$ cat src/rtl/mem_stage_dmem_if.sv
// rtl/mem_stage_dmem_if.sv - EX/MEM to MEM/WB handshake and access bundle for the data-memory stage
interface mem_stage_dmem_if #(
  parameter int ADDR_W = 32
);
  logic              in_valid;
  logic              in_ready;
  logic              mem_read;
  logic              mem_write;
  logic [1:0]        size;
  logic              ld_unsigned;
  logic [ADDR_W-1:0] alu_result;
  logic [31:0]       store_data;
  logic              out_valid;
  logic [31:0]       mem_out;
  logic              fault;
  logic              busy;

  // Upstream pipeline side: issues instructions, observes results
  modport master (
    output in_valid, mem_read, mem_write, size, ld_unsigned, alu_result, store_data,
    input  in_ready, out_valid, mem_out, fault, busy
  );

  // Memory stage side
  modport slave (
    input  in_valid, mem_read, mem_write, size, ld_unsigned, alu_result, store_data,
    output in_ready, out_valid, mem_out, fault, busy
  );
endinterface

$ cat src/rtl/mem_stage_dmem.sv
// rtl/mem_stage_dmem.sv - MEM-stage data memory with sized loads/stores, extension, endianness and init clear
module mem_stage_dmem #(
  parameter int DEPTH_BYTES = 256,
  parameter int ADDR_W      = 32,
  parameter bit BIG_ENDIAN  = 1'b1
) (
  input logic             clk,
  input logic             reset,
  mem_stage_dmem_if.slave bus
);
  localparam int WORDS = DEPTH_BYTES / 4;
  localparam int WA_W  = (WORDS > 1) ? $clog2(WORDS) : 1;
  localparam logic [ADDR_W:0]   DEPTH_L   = (ADDR_W + 1)'(DEPTH_BYTES);
  localparam logic [WA_W-1:0]   LAST_WORD = WA_W'(WORDS - 1);

  typedef enum logic {INIT, RUN} state_t;

  state_t          state;
  logic [WA_W-1:0] init_ptr;   // word index being cleared (byte pointer / 4)
  logic [31:0]     mem [WORDS]; // byte at word offset k lives in bits [8k+7:8k]

  logic [2:0]      nbytes;
  logic [1:0]      off;
  logic [WA_W-1:0] widx;
  logic [ADDR_W:0] last_byte;
  logic            misaligned;
  logic            in_range;
  logic            is_mem;
  logic            legal;
  logic [31:0]     rword;
  logic [31:0]     raw;
  logic [31:0]     ld_data;
  logic [31:0]     wword;

  // Significance (byte index from LSB of the value) of the j-th byte of an n-byte access
  function automatic int sig_of(input int j, input int n);
    return BIG_ENDIAN ? (n - 1 - j) : j;
  endfunction

  // Storage lane of the j-th byte of an access starting at word offset o
  function automatic int lane_of(input logic [1:0] o, input int j);
    logic [1:0] l;
    l = o + j[1:0];
    return int'(l);
  endfunction

  assign widx         = bus.alu_result[WA_W+1:2];
  assign bus.in_ready = (state == RUN);
  assign bus.busy     = (state == INIT);

  // Decode legality, gather load bytes and merge store bytes into the addressed word
  always_comb begin
    case (bus.size)
      2'b00:   nbytes = 3'd1;
      2'b01:   nbytes = 3'd2;
      default: nbytes = 3'd4;
    endcase
    off        = bus.alu_result[1:0];
    misaligned = ((bus.size == 2'b01) && off[0]) || ((bus.size == 2'b10) && (off != 2'b00));
    last_byte  = {1'b0, bus.alu_result} + (ADDR_W + 1)'(nbytes - 3'd1);
    in_range   = (last_byte < DEPTH_L);
    is_mem     = bus.mem_read | bus.mem_write;
    legal      = !is_mem || ((bus.size != 2'b11) && !(bus.mem_read && bus.mem_write)
                             && !misaligned && in_range);
    rword      = in_range ? mem[widx] : '0;
    raw        = '0;
    wword      = rword;
    for (int j = 0; j < 4; j++) begin
      if (j < int'(nbytes)) begin
        raw[8*sig_of(j, int'(nbytes)) +: 8]   = rword[8*lane_of(off, j) +: 8];
        wword[8*lane_of(off, j) +: 8]         = bus.store_data[8*sig_of(j, int'(nbytes)) +: 8];
      end
    end
    case (bus.size)
      2'b00:   ld_data = bus.ld_unsigned ? {24'b0, raw[7:0]}  : {{24{raw[7]}}, raw[7:0]};
      2'b01:   ld_data = bus.ld_unsigned ? {16'b0, raw[15:0]} : {{16{raw[15]}}, raw[15:0]};
      default: ld_data = raw;
    endcase
  end

  // Init/run FSM: clears one word per cycle after reset, then serves accesses with registered results
  always_ff @(posedge clk) begin
    if (reset) begin
      state         <= INIT;
      init_ptr      <= '0;
      bus.out_valid <= 1'b0;
      bus.mem_out   <= '0;
      bus.fault     <= 1'b0;
    end else begin
      case (state)
        INIT: begin
          mem[init_ptr] <= '0;
          bus.out_valid <= 1'b0;
          if (init_ptr == LAST_WORD) begin
            state <= RUN;
          end else begin
            init_ptr <= init_ptr + 1'b1;
          end
        end
        RUN: begin
          bus.out_valid <= bus.in_valid;
          if (bus.in_valid) begin
            if (!legal) begin
              bus.fault   <= 1'b1;
              bus.mem_out <= '0;
            end else begin
              bus.fault   <= 1'b0;
              bus.mem_out <= bus.mem_read ? ld_data : bus.alu_result[31:0];
              if (bus.mem_write) begin
                mem[widx] <= wword;
              end
            end
          end
        end
        default: state <= INIT;
      endcase
    end
  end
endmodule

$ cat src/flat_wrapper.sv
// flat-port wrapper written by rule: the top's interface ports become plain ports
module mem_stage_dmem_flat 
#(
  parameter int DEPTH_BYTES = 256,
  parameter int ADDR_W      = 32,
  parameter bit BIG_ENDIAN  = 1'b1
)
  (clk, reset, bus_in_valid, bus_mem_read, bus_mem_write, bus_size, bus_ld_unsigned, bus_alu_result, bus_store_data, bus_in_ready, bus_out_valid, bus_mem_out, bus_fault, bus_busy);
  mem_stage_dmem_if #(.ADDR_W(ADDR_W)) bus_i ();
  input logic clk;
  input logic reset;
  input wire logic [$bits(bus_i.in_valid)-1:0] bus_in_valid;
  input wire logic [$bits(bus_i.mem_read)-1:0] bus_mem_read;
  input wire logic [$bits(bus_i.mem_write)-1:0] bus_mem_write;
  input wire logic [$bits(bus_i.size)-1:0] bus_size;
  input wire logic [$bits(bus_i.ld_unsigned)-1:0] bus_ld_unsigned;
  input wire logic [$bits(bus_i.alu_result)-1:0] bus_alu_result;
  input wire logic [$bits(bus_i.store_data)-1:0] bus_store_data;
  output wire logic [$bits(bus_i.in_ready)-1:0] bus_in_ready;
  output wire logic [$bits(bus_i.out_valid)-1:0] bus_out_valid;
  output wire logic [$bits(bus_i.mem_out)-1:0] bus_mem_out;
  output wire logic [$bits(bus_i.fault)-1:0] bus_fault;
  output wire logic [$bits(bus_i.busy)-1:0] bus_busy;
  assign bus_i.in_valid = bus_in_valid;
  assign bus_i.mem_read = bus_mem_read;
  assign bus_i.mem_write = bus_mem_write;
  assign bus_i.size = bus_size;
  assign bus_i.ld_unsigned = bus_ld_unsigned;
  assign bus_i.alu_result = bus_alu_result;
  assign bus_i.store_data = bus_store_data;
  assign bus_in_ready = bus_i.in_ready;
  assign bus_out_valid = bus_i.out_valid;
  assign bus_mem_out = bus_i.mem_out;
  assign bus_fault = bus_i.fault;
  assign bus_busy = bus_i.busy;
  mem_stage_dmem #(.DEPTH_BYTES(DEPTH_BYTES), .ADDR_W(ADDR_W), .BIG_ENDIAN(BIG_ENDIAN)) u_core (.clk(clk), .reset(reset), .bus(bus_i));
endmodule
$ cat config.mk
export PLATFORM = sky130hd
export DESIGN_NAME = mem_stage_dmem_flat
export DESIGN_NICKNAME = d
export VERILOG_FILES = /design/src/rtl/mem_stage_dmem_if.sv /design/src/rtl/mem_stage_dmem.sv /design/src/flat_wrapper.sv
export SDC_FILE = /design/constraint.sdc
export NUM_CORES = 2
export LEC_CHECK = 0
export CAP_MARGIN = 25
export CORE_ASPECT_RATIO = 1.2
export CORE_MARGIN = 3
export CORE_UTILIZATION = 59
export CTS_BUF_LIST = sky130_fd_sc_hd__clkbuf_4
export DETAILED_ROUTE_END_ITERATION = 6
export PLACE_DENSITY = 0.79
export SETUP_SLACK_MARGIN = 0.5
export SLEW_MARGIN = 20
export SYNTH_ARGS = -nofsm -noshare
export SYNTH_HDL_FRONTEND = slang
export SYNTH_SLANG_ARGS = --single-unit
$ cat constraint.sdc
create_clock -name clk -period 8.2 [get_ports clk]
set_input_delay 1.23 -clock clk [delete_from_list [all_inputs] [get_ports clk]]
set_output_delay 1.23 -clock clk [all_outputs]
set_load 0.02 [all_outputs]
Word-level counts from Yosys, hierarchy flattened --
Memory sizes are Yosys's and may differ from the RTL's. Index checks and enable logic that the tools add are counted.
Word-level totals: output and inout bits 36, memories kept 1, bits in writable memories 2048, input bits 72, flip-flop bits (word level) 41
Operators by class: $lt $le $gt $ge 5, add/sub/neg operators 18, shifts and indexed selects 24, bitwise operators 4, reductions and logical operators 16, equality and inequality tests 4, multiplexer cells 38
Memory list:
- u_core.mem | words 64, width 32, read ports 1, clocked after Yosys merged registers in 0, write ports 1, RTL line mem_stage_dmem.sv:20 | logic [31:0] mem [WORDS];
Operator list (number):
- 32-bit 2-to-1 mux | 14
- 8-bit by 33-bit variable shift with 32-bit output, first input constant | 8
- 8-bit by 33-bit variable part select with 32-bit output | 8
- 32-bit bitwise mux | 7
- 32-bit negation with 33-bit output | 4
- 5-bit negation with 33-bit output | 4
- 32-bit by 32-bit variable part select with 8-bit output | 4
- 32-bit by 6-bit variable part select with 8-bit output | 4
- 32-bit one-hot mux with 2 select lines | 1
- 29-bit by 3-bit subtractor with 29-bit output, second input constant | 2
- 32-bit by 33-bit adder with 33-bit output | 1
- 33-bit by 9-bit less-than comparator with 1-bit output, second input constant | 1
- 32-bit bitwise AND | 1
- 32-bit OR reduction | 1
- 29-bit by 2-bit subtractor with 29-bit output, second input constant | 1
- 1-bit 2-to-1 mux | 13
- 3-bit by 1-bit subtractor with 4-bit output, second input constant | 2
- 6-bit by 1-bit adder with 6-bit output, second input constant | 1
- 6-bit equality test, second input constant | 1
- 1-bit logical AND | 6
- 1-bit by 3-bit less-than comparator with 1-bit output, first input constant | 2
- 2-bit by 3-bit less-than comparator with 1-bit output, first input constant | 2
- 6-bit 2-to-1 mux | 1
- 3-bit one-hot mux with 2 select lines | 1
- 13 further kinds | 19

Longest topological paths before layout --
depth in word-level cells 20, depth in mapped cells 24, depth with buffers taken out 17

Worst setup path after synthesis --
Ideal clock, no wire load.
path type in2reg, start input port bus_size[0], end memory u_core.mem[0][16], data pin, slack -0.741 ns, buffers on the path 8, cell stages on the path 22, data required time 7.520 ns, arrival time 8.260 ns, cell sequence or2_2 -> clkbuf_1 -> clkbuf_1 -> ha_1 -> clkbuf_1 -> xnor2_1 -> clkbuf_1 -> inv_1 -> ha_1 -> nor2_1 -> a2111oi_4 -> and3_1 -> buf_2 -> a311o_1 -> a22oi_1 -> nand4_2 -> or3_4 -> or3_1 -> buf_2 -> buf_2 -> buf_2 -> nor3_1
Between the ends: cells in the longest elaborated chain, start to end 15, elaborated cells between the ends (all ways) 48, those cells by class add/sub (6); order compare (5); eq/ne (3); shift (8); mux (16); reduce/logical (10)
Ends and longest elaborated chain:
- start: declaration | RTL line flat_wrapper.sv:15 | input wire logic [$bits(bus_i.size)-1:0] bus_size;
- 2-bit by 1-bit equality test with 1-bit output or 2-bit zero test (tied branches) | RTL line mem_stage_dmem.sv:53, mem_stage_dmem.sv:59
- 3-bit one-hot mux with 2 select lines | RTL line mem_stage_dmem.sv:53 | case (bus.size)
- 3-bit by 1-bit subtractor with 4-bit output | RTL line mem_stage_dmem.sv:37, mem_stage_dmem.sv:60
- 32-bit by 33-bit adder with 33-bit output | RTL line mem_stage_dmem.sv:60 | last_byte = {1'b0, bus.alu_result} + (ADDR_W + 1)'(nbytes - 3'd1);
- 33-bit by 9-bit less-than comparator with 1-bit output | RTL line mem_stage_dmem.sv:61 | in_range = (last_byte < DEPTH_L);
- 32-bit 2-to-1 mux | RTL line mem_stage_dmem.sv:65 | rword = in_range ? mem[widx] : '0;
- 32-bit bitwise mux | RTL line mem_stage_dmem.sv:71 | wword[8*lane_of(off, j) +: 8] = bus.store_data[8*sig_of(j, int'(nbytes)) +: 8];
- 32-bit 2-to-1 mux | RTL line mem_stage_dmem.sv:69 | if (j < int'(nbytes)) begin
- 32-bit bitwise mux | RTL line mem_stage_dmem.sv:71
- 32-bit 2-to-1 mux | RTL line mem_stage_dmem.sv:69
- 32-bit bitwise mux | RTL line mem_stage_dmem.sv:71
- 32-bit 2-to-1 mux | RTL line mem_stage_dmem.sv:69
- 32-bit bitwise mux | RTL line mem_stage_dmem.sv:71
- 32-bit 2-to-1 mux | RTL line mem_stage_dmem.sv:69
- 32-bit 2-to-1 mux (no source line) (*)
- end: declaration | RTL line mem_stage_dmem.sv:20
Mark *: on every way between the ends. The rest lies on a longest branch, timed or not.

Final worst setup path --
start input port bus_size[0], end memory u_core.mem[30][27], data pin
The elaborated chain is that of the path after synthesis.

==> run_results.csv <==
group,metric,value,unit
power,p_seq_share,56.3,%
power,p_clk_share,38.2,%
hold_path,holdPathStages,3,
drt,drt-total-wl,252000,um
synth,synth_area,85700,sq um
finish,final_cell_mix,"edfxtp_1 (2,048), clkbuf_4 (675), mux2i_1 (428)",
hold_path,min_from,"bus_alu_result[0]",
power,swShare,22.9,%
global_route,grt_use_total,33.7,%
placed_design,portBuffers,107,
synth,synth_compound_area_share,6.71,%
floorplanning,initial_utilization,59.7,%
synth,yosys.area_share.simple,3.42,%
setup_path,r2r_slack,3.57,ns
drt,wire_per_inst,33.5,um
floorplanning,fp.dieW,354,um
clock_tree,cts.sinks,2089,
synth,synthXorXnorAreaFrac,0.112,%
finish,fin_nets,5306,
timing,worst_slew_pin_slew,1.15,ns
run_status,violations,"design-rule violations",
run_status,status,"complete, but fails checks",
clock_tree,postCtsHoldBufs,0,
setup_path,critPathKind,"primary input to register",
floorplanning,core-area,144000,sq um
drt,vias_per_cell,6.86,
drt,drt-pass1-iter-count,7,
timing,setup_viol,0,
global_route,grt_pass1_wl,360000,um
clock_tree,post_cts_buffers,0,
setup_path,start_kind,"primary input",
synth,avgSynthCellArea,18.3,sq um
setup_path,cp-end-kind,"register",
setup_path,r2r_cells,11,
power,p_sw,4.70,mW
finish,drive_above_1_share,27.6,%
power,p_leak,31.8,nW
power,power,20.6,mW
floorplanning,placementRows,152,
drt,route.detailed.drc,1,
finish,final_common_cell,"edfxtp_1",
clock_tree,htree_levels,5,
timing,fin_crit_sh,83.8,%
clock_tree,clk_pin_slew_worst_paths,0.07,ns
power,p_int,15.9,mW
clock_tree,clk_latency,1.42,ns
synth,synth.lib_cells_used.distinct,92,
synth,ys_warn_count,0,
finish,area_growth,13.0,%
drt,vias,51500,
hold_path,hold_end,"u_core.bus.mem_out[0]",
global_route,grt_pass1_vias,51400,
timing,hold_viol,0,
timing,finalCriticalPeriod,6.87,ns
job,maxCapViolCount,0,
floorplanning,io_pins,108,
setup_path,worstPathArrival,7.98,ns
synth,synth_edf_count,2048,
synth,synth_flop_cell,"edfxtp_1",
hold_path,hold_class,"primary input to register",
synth,async_flop_share,0,%
drt,drt_iter0_markers,7844,
timing,max_freq,146,MHz
clock_tree,ctsResizeCount,0,
setup_path,crit_path_max_fanout,47,
synth,synth.net_count,4759,
synth,synthMuxAreaShare,15.1,%
global_route,antenna_found_initial,16,
synth,syn_inst,4673,
synth,ys_ff_latch,2089,
power,p_per_area,212,nW/um^2
floorplanning,die_h,423,um
synth,synthAdderAreaFrac,0.204,%
global_route,grt_max_degree,104,
timing,finalSetupTns,0,ns
clock_tree,cts_tree,"yes",
clock_tree,cts_buffers,482,
global_route,overflow,0,
setup_path,reg2reg_from,"u_core.mem[11][30]",
synth,netlist.area_leader.share,71.8,%
timing,slew_headroom,22.8,%
power,power_frac_comb,5.5,%
synth,synth_top_family_by_area,"multiplexers",
timing,clock_skew,0.180,ns
synth,ys_top_cells_by_area,"edfxtp_1 (72%), mux4_2 (9.5%), mux2i_1 (5.0%), a22oi_1 (2.0%), dfxtp_1 (0.96%)",
synth,synth_largest_area_cell,"edfxtp_1",
drt,ant_nets,0,
setup_path,required,9.31,ns
placed_design,dp_hpwl,153000,um
placed_design,place_congestion,1.01,
timing,drv_slew,0,
synth,ys_seq_area_share,72.7,%
clock_tree,ctsRootBufferMaster,"clkbuf_4",
clock_tree,cts_max_path_buffers,4,
setup_path,r2r-end,"u_core.mem[38][30]",
timing,rsz0062_at_grt,"no",
floorplanning,die_area,150000,sq um
power,max-vdd-ir-drop,0.000166,V
Yosys cell counts, drive strengths merged, types with 6 or more instances:
master and count:
o2bb2ai 11, a22oi 229, o31ai 11, a21oi 109
a22o 60, a211oi 15, a21o 9, o221ai 25
nand4 20, and3 13, a222oi 9, o21ai 63
ha 14, clkbuf 140, and2 9, o22ai 53
mux2i 428, o32ai 31, a211o 10, a221oi 28
nor2b 19, nor3 67, o32a 8, mux4 362
buf 150, nor4 18, or3 7, a221o 14
o211ai 12, a31o 9, inv 37, dfxtp 41
nand2 162, nand3 69, or2 17, nor2 185
mux2 42, nand2b 11, a31oi 31, edfxtp 2048
a32oi 6, xnor2 7
per-stage QoR:
stage / setup slack (ns) / area [sq um] / hold WS (ns) / cells / util (%)
4_1_cts: 1.66 / 96800 / 0.236 / 7485 / 67.4
6_report: 1.33 / 96800 / 0.358 / 7504 / 67.4
5_1_grt: 1.18 / 96800 / 0.283 / 7500 / 67.4
2_1_floorplan: -0.602 / 85800 / 0.533 / 4673 / -
3_5_place_dp: 0.262 / 91000 / 0.444 / 6660 / 63.4
3_3_place_gp: 0.300 / 90700 / 0.437 / 6647 / 63.2
routing by layer:
layer / routed length (um) / up-vias / GRT usage (%)
met1: 84200 / 25800 / 42.8
met4: 17900 / 2 / 21.7
met2: 117000 / 4083 / 51.1
li1: - / 20900 / -
met5: 9 / - / 0
met3: 32500 / 740 / 9.89
how the worst max path moves through the flow:
stage,startpoint,end,slack [ns]
6_report,bus_size[0],u_core.mem[30][27],1.33
5_1_grt,bus_size[0],u_core.mem[38][30],1.18
4_1_cts,bus_size[0],u_core.mem[38][30],1.66
3_5_place_dp,bus_size[0],u_core.mem[22][27],0.26
3_3_place_gp,bus_size[0],u_core.mem[22][27],0.30
2_1_floorplan,bus_size[0],u_core.mem[0][10],-0.60
final cells by class:
cell class,instances,area [sq um]
Antenna cell,18,45.0
Inverter,39,146
Clock buffer,674,5060
Clock inverter,151,736
Sequential cell,2089,62300
Multi-Input combinational cell,2255,22700
Tap cell,1925,2410
Timing Repair Buffer,353,3430
Fill cell,9181,46700
critical path: stages:
cell             delay [ns]
clkdlybuf4s50_1        0.56
nor2b_1                0.32
inv_1                  0.16
ha_1                   0.25
xnor2_1                0.15
inv_1                  0.13
ha_1                   0.25
nor2_1                 0.08
buf_4                  0.16
a2111oi_4              0.40
nand3_1                0.16
or4_1                  0.56
mux2i_1                0.24
nand4_2                0.14
or3_4                  0.42
or3_2                  0.74
nor4_4                 0.59
a221o_2                0.99
buf_4                  0.39
sequential cells by signal, indices dropped and copies added (netlist names):
signal / cells
u_core.init_ptr: 6
u_core.bus.in_ready: 1
u_core.bus.out_valid: 1
u_core.bus.fault: 1
u_core.bus.mem_out: 32
u_core.mem: 2048
cells by family after synthesis:
family	Yosys count
flip-flops	2089
multiplexers	832
AO/OA/AOI/OAI	781
AND/OR/NAND/NOR	617
buffers and inverters	329
adder cells (fa/ha/maj)	14
XOR/XNOR	11
power groups by stage:
stage	sequential [mW]	combinational (mW)	clock [mW]
after floorplan	11.8	0.643	0
after global placement	11.8	1.09	0
after detailed placement	11.8	1.09	0
after CTS	11.6	1.10	7.96
after global routing	11.6	1.16	8.50
final	11.6	1.14	7.85
Note: power is estimated with default switching activity, not from simulation.
